==> config.mk <==
export PLATFORM = sky130hd
export DESIGN_NAME = npc_redirect_ctrl
export DESIGN_NICKNAME = d
export VERILOG_FILES = /design/src/rtl/npc_redirect_ctrl.sv
export SDC_FILE = /design/constraint.sdc
export NUM_CORES = 1
export LEC_CHECK = 0
export BUFFER_PORTS_ARGS = -buffer_cell sky130_fd_sc_hd__buf_2
export CELL_PAD_IN_SITES_DETAIL_PLACEMENT = 0
export CELL_PAD_IN_SITES_GLOBAL_PLACEMENT = 2
export CORE_UTILIZATION = 29
export CTS_BUF_LIST = sky130_fd_sc_hd__clkbuf_4 sky130_fd_sc_hd__clkbuf_8
export DETAILED_ROUTE_END_ITERATION = 12
export PLACE_DENSITY = 0.81
export SKIP_CTS_REPAIR_TIMING = 1
export SLEW_MARGIN = 20
export SYNTH_ARGS = -nofsm -noshare
export SYNTH_HDL_FRONTEND = slang
export SYNTH_SLANG_ARGS = --single-unit
export TNS_END_PERCENT = 100
==> constraint.sdc <==
create_clock -name clk -period 3.4 [get_ports clk]
set_input_delay 0.17 -clock clk [delete_from_list [all_inputs] [get_ports clk]]
set_output_delay 0.17 -clock clk [all_outputs]
set_load 0.01 [all_outputs]
==> src/rtl/npc_redirect_ctrl.sv <==
// Control-transfer initiator beside MEM: resolves branch/jal/jalr, drives NPCOp/j_fetch
// and squashes younger slots. Optional statistics counters under NPC_REDIRECT_STATS_EN.
module npc_redirect_ctrl #(
    parameter int SHADOW_CYCLES = 2,
    parameter int CNT_W         = 32
) (
    input  logic             clk,
    input  logic             rst,
    input  logic             mem_valid,
    input  logic             mem_branch,
    input  logic             mem_taken,
    input  logic             mem_jal,
    input  logic             mem_jalr,
    input  logic             fetch_stall,
    input  logic             hazard_stall,
    output logic [2:0]       NPCOp,
    output logic             j_fetch,
    output logic             flush_if_id,
    output logic             flush_id_ex,
    output logic             flush_ex_mem,
`ifdef NPC_REDIRECT_STATS_EN
    output logic             redirect_busy,
    output logic [CNT_W-1:0] redirect_cnt,
    output logic [CNT_W-1:0] taken_br_cnt
`else
    output logic             redirect_busy
`endif
);

    // NPC operation encodings shared with the NPC unit
    localparam logic [2:0] NPC_PLUS4  = 3'b000;
    localparam logic [2:0] NPC_BRANCH = 3'b001;
    localparam logic [2:0] NPC_JUMP   = 3'b010;
    localparam logic [2:0] NPC_JALR   = 3'b100;

    localparam int SW = (SHADOW_CYCLES > 1) ? $clog2(SHADOW_CYCLES + 1) : 1;
    localparam logic [SW-1:0] CNT_INIT = SW'(SHADOW_CYCLES);

    if (CNT_W < 1) begin : g_cnt_w_invalid
        $error("CNT_W must be at least 1");
    end

    typedef enum logic [1:0] {
        IDLE   = 2'd0,
        PEND   = 2'd1,
        SHADOW = 2'd2
    } state_t;

    state_t        state_q, state_d;
    logic [SW-1:0] cnt_q, cnt_d;
    logic [2:0]    pend_op_q, pend_op_d;
    logic          take;
    logic [2:0]    sel_op;
    logic          flush_all;
    logic          issue;

    always_comb begin
        take   = mem_valid & ((mem_branch & mem_taken) | mem_jal | mem_jalr);
        sel_op = mem_jalr ? NPC_JALR : (mem_jal ? NPC_JUMP : NPC_BRANCH);
    end

    always_comb begin
        state_d   = state_q;
        cnt_d     = cnt_q;
        pend_op_d = pend_op_q;
        NPCOp     = NPC_PLUS4;
        j_fetch   = fetch_stall | hazard_stall;
        flush_all = 1'b0;
        issue     = 1'b0;

        case (state_q)
            IDLE: begin
                if (take && !fetch_stall) begin
                    // Redirect wins over a load-use hold: the held slot is squashed anyway
                    NPCOp     = sel_op;
                    j_fetch   = 1'b0;
                    flush_all = 1'b1;
                    issue     = 1'b1;
                end else if (take) begin
                    j_fetch   = 1'b1;
                    pend_op_d = sel_op;
                    state_d   = PEND;
                end
            end
            PEND: begin
                if (!fetch_stall) begin
                    NPCOp     = pend_op_q;
                    j_fetch   = 1'b0;
                    flush_all = 1'b1;
                    issue     = 1'b1;
                    pend_op_d = NPC_PLUS4;
                end else begin
                    j_fetch = 1'b1;
                end
            end
            SHADOW: begin
                if (!fetch_stall) begin
                    if (cnt_q <= SW'(1)) begin
                        state_d = IDLE;
                        cnt_d   = '0;
                    end else begin
                        cnt_d = cnt_q - SW'(1);
                    end
                end
            end
            default: begin
                state_d = IDLE;
                cnt_d   = '0;
            end
        endcase

        if (issue) begin
            if (SHADOW_CYCLES == 0) begin
                state_d = IDLE;
                cnt_d   = '0;
            end else begin
                state_d = SHADOW;
                cnt_d   = CNT_INIT;
            end
        end

        if (rst) begin
            NPCOp     = NPC_PLUS4;
            j_fetch   = 1'b1;
            flush_all = 1'b0;
            issue     = 1'b0;
        end

        flush_if_id   = flush_all;
        flush_id_ex   = flush_all;
        flush_ex_mem  = flush_all;
        redirect_busy = !rst && (state_q != IDLE);
    end

    always_ff @(posedge clk) begin
        if (rst) begin
            state_q   <= IDLE;
            cnt_q     <= '0;
            pend_op_q <= NPC_PLUS4;
        end else begin
            state_q   <= state_d;
            cnt_q     <= cnt_d;
            pend_op_q <= pend_op_d;
        end
    end

`ifdef NPC_REDIRECT_STATS_EN
    logic [CNT_W-1:0] redirect_cnt_q;
    logic [CNT_W-1:0] taken_br_cnt_q;

    // Counters wrap naturally at 2^CNT_W
    always_ff @(posedge clk) begin
        if (rst) begin
            redirect_cnt_q <= '0;
            taken_br_cnt_q <= '0;
        end else if (issue) begin
            redirect_cnt_q <= redirect_cnt_q + CNT_W'(1);
            if (NPCOp == NPC_BRANCH) begin
                taken_br_cnt_q <= taken_br_cnt_q + CNT_W'(1);
            end
        end
    end

    assign redirect_cnt = redirect_cnt_q;
    assign taken_br_cnt = taken_br_cnt_q;
`endif

endmodule

* Yosys cells after proc, flatten, opt, wreduce, memory -nomap -nowiden
Cells that the tools add are included.
Word-level totals: register bits 7, input bits 9, logic and storage cells 70, output and inout bits 8
Operators by class: bitwise operators 7, add/sub/neg operators 1, magnitude comparators 1, reductions and logical operators 14, eq/ne operators 13, mux-type cells 29
Operator list (number):
- $mux 3 | 7
- $mux 2 | 9
- $ne 2x2->1 const B | 6
- $ne 3x3->1 const B | 4
- $pmux 3 s2 | 2
- $reduce_and 5->1 | 2
- $mux 1 | 7
- $pmux 2 s3 | 1
- $pmux 1 s2 | 2
- $pmux 2 s2 | 1
- $reduce_and 2->1 | 2
- $reduce_and 4->1 | 1
- $reduce_bool 2->1 | 2
- $reduce_or 2->1 | 2
- $or 1x1->1 | 3
- $and 1x1->1 | 2
- $eq 2x1->1 const B | 1
- $eq 2x2->1 const B | 1
- $le 2x1->1 const B | 1
- $logic_and 1x1->1 | 2
- $logic_not 1->1 | 2
- $logic_not 2->1 | 1
- $ne 2x1->1 const B | 1
- $not 1->1 | 2
- $sub 2x1->2 const B | 1

* Longest topological paths before layout
depth in word-level cells 9, depth in mapped cells 5, depth with buffers taken out 4

* Least setup slack after synthesis
Ideal clock, no wire load.
path type flip-flop to output port, start point reg state_q[1], end point out flush_id_ex, path buffers 2, slack 1886 ps, arrival time 1344 ps, cell stages (with the launch flop) 4, data required time 3230 ps, path through dfxtp_1 buf_4 nor4_1 buf_4
Between the ends: cells in the longest elaborated chain, start to end 3, elaborated cells between the ends (all ways) 4, classes of those cells eq/ne (1); mux (2); reduce/logical (1)
Ends and longest elaborated chain:
- from (decl) | RTL line 49 | state_t state_q, state_d;
- from (signal assigned) | RTL line 141 | state_q <= state_d;
- $eq 2x1->1 or $logic_not 2->1 (tied branches) | RTL line 71 | case (state_q)
- $pmux 1 s2 * | RTL line 71
- $mux 1 * | RTL line 122 | if (rst) begin
- to (decl) | RTL line 19 | output logic flush_id_ex,
Every way passes the cells marked *; elsewhere a longest branch is shown, timed or not.

* Final worst setup path
start point reg state_q[1], end point out NPCOp[1]
Between the ends: cells in the longest elaborated chain, start to end 3, elaborated cells between the ends (all ways) 4, classes of those cells eq/ne (1); mux (2); reduce/logical (1)
Ends and longest elaborated chain:
- $eq 2x1->1 or $logic_not 2->1 (tied branches) | RTL line 71
- $pmux 3 s2 * | RTL line 71
- $mux 3 * | RTL line 122
- to (decl) | RTL line 16 | output logic [2:0] NPCOp,
Marked as above.

==> reports/metrics.cfg <==
[drt]
drt-total-wl_um=1010
drt-initial-drc-count=9
routedLengthMet1_um=511
met3_length_um=64
antenna_left=0
drt-vias-per-instance=5.30
routed-wl-met2_um=430
wl_per_cell_um=12.1
drc=0
first_pass_iters=4
vias=445
highest_layer=met4

[global_route]
antenna_found_initial=0
grt_max_degree=15
grt_pass1_vias=422
track_usage_pct=13.4
grt_pass1_wl_um=1730
overflow=0

[setup_path]
cp-end-kind=primary output
critPathRequiredTime_ps=3230
startpoint_type=flip-flop
crit_fanout=10
crit_arrival_ps=1580
max_stage_delay_ps=590
cp_cell_sequence=nor2_4 > and4b_4 > a32oi_1 > nor3_1 > buf_2
crit_slowest_cell=dfxtp_1
crit_type=flip-flop to primary output

[timing]
worstMarginPinSlew_ps=503
slew_viol_final=0
final_hold_viol_count=0
final.setup_skew_ps=8.10
relSlewSlack_pct=66.2
fin_crit_sh_pct=51.5
rsz0062_at_grt=false
fin_setup_tns_ps=0
fmax_mhz=572
hold_ws_ps=219
final-setup-viol-count=0
min_period_ps=1750

[cts]
clkTransAtPathRegs_ps=60
htree_num_levels=1
cts_tree=built
cts_made_buffers=3
cts_buffer_depth=2
cts-root-buf=clkbuf_4
insertion_delay_ps=260
clkSinkCount=7

[placed_design]
globalplace.congestion=0.700
dp_hpwl_um=754
port_buffers=16

[logic_synthesis]
synth_top_area_share_pct=30.8
yosysWarnings=0
synth.net_count=63
synthTopCellsByArea=dfxtp_1 (31%), a21oi_1 (6.6%), nor3_1 (5.5%)
postSynthAreaPerCell_sq_um=8.43
ys_seq_area_share_pct=30.8
synth.ff_latch_count=7
synth_top_area_cell=dfxtp_1
syn_area_sq_um=455
synth_cell_type_count=26
synthCells=54

[power]
vdd_drop_max_uv=187
cellPowerDensity_mw_per_mm2=408
leakagePower_nw=0.220

[finish]
diodes=0
fill_cells=148
nNetsFinal=79
drive_above_1_share_pct=39.1
syn2layout_area_growth_pct=21.4

[status]
status=completed

[run]
maxCapViolCount=0

[die]
std_cell_rows=13
ios=17
die_y_um=41.6
core_area_sq_mm=0.00138
die_area_sq_mm=0.00173
die-width_um=41.6
start_util_pct=32.9

[min_path]
hp-class=input pin to flip-flop

==> registers in the layout, indices dropped and copies added, names as in the netlist <==
signal and flops:
cnt_q 2, state_q 2, pend_op_q 3
==> power breakdown <==
group	internal [W]	switching, W
Combinational	0.0000196	0.0000240
Clock	0.0000529	0.0000334
Sequential	0.0000886	0.00000710
==> cells in the final DEF, fill, tap and decap left out, drive strengths merged, types with 2 or more instances in the layout <==
master,count
nand2b,2
a22oi,2
buf,16
a32oi,2
o21ai,3
nor2,6
clkbuf,4
inv,3
a21oi,8
nor3,5
dfxtp,7
==> worst max-delay path, delay by kind of cell (launching register included) <==
kind            cells  cell delay, ps
flops               1             590
simple gates        3             390
compound gates      1             190
buf+inv             1             160
==> logic make-up (layout without fill, tap and decap cells) <==
family | after synthesis | in the layout | synth area share (%)
AO/OA/AOI/OAI | 17 | 17 | 26.4
flip-flops | 7 | 7 | 30.8
AND/OR/NAND/NOR | 21 | 21 | 31.3
adder cells (fa/ha/maj) | 1 | 1 | 2.20
buffers and inverters | 8 | 23 | 9.34
==> cells in the mapped netlist, drive strengths merged <==
library cell and instances:
nor2 6, maj3 1, nor3b 1, nand3b 1, nand3 1, a211o 1
or3 1, nand2b 2, o21ai 3, a21oi 8, nor4 1, clkbuf 1
a41oi 1, and4b 1, nor3 5, buf 4, a32oi 2, nor4b 1
dfxtp 7, a22oi 2, nand2 1, inv 3
==> path summary, 6_finish.rpt <==
check	to	slack (ps)	cells after the start	from
worst min-delay path	pend_op_q[1]	220	3	mem_jal
worst max-delay path	NPCOp[1]	1650	5	state_q[1]
worst min register to register	pend_op_q[0]	470	2	pend_op_q[0]
worst max register to register	cnt_q[0]	1970	4	state_q[1]
==> metrics by stage <==
step / utilization (%) / area [sq um] / setup WS (ps) / instances / power (W)
finish: 40.0 / 553 / 1650 / 84 / 0.000226
global route: 40.0 / 553 / 1540 / 84 / 0.000241
CTS: 40.0 / 553 / 1620 / 84 / 0.000231
detailed placement: 37.8 / 523 / 1920 / 80 / 0.000141
global placement: 37.8 / 523 / 1930 / 80 / 0.000141
floorplan: - / 455 / 1890 / 54 / 0.000128
==> routing by layer <==
| metal | vias up | GRT usage, % |
|---|---|---|
| met5 | - | 0 |
| met4 | 0 | 5.81 |
| met3 | 2 | 7.83 |
| met2 | 15 | 18.4 |
| met1 | 199 | 16.7 |
| li1 | 229 | - |
==> layout make-up <==
class | count | area, sq um | area share (%)
Clock buffer | 4 | 30.0 | 5.43
Tap cell | 15 | 18.8 | 3.39
Inverter | 3 | 11.3 | 2.04
Timing Repair Buffer | 16 | 80.1 | 14.5
Sequential cell | 7 | 140 | 25.3
Multi-Input combinational cell | 39 | 273 | 49.3
Power figures use the tool's default switching activity.
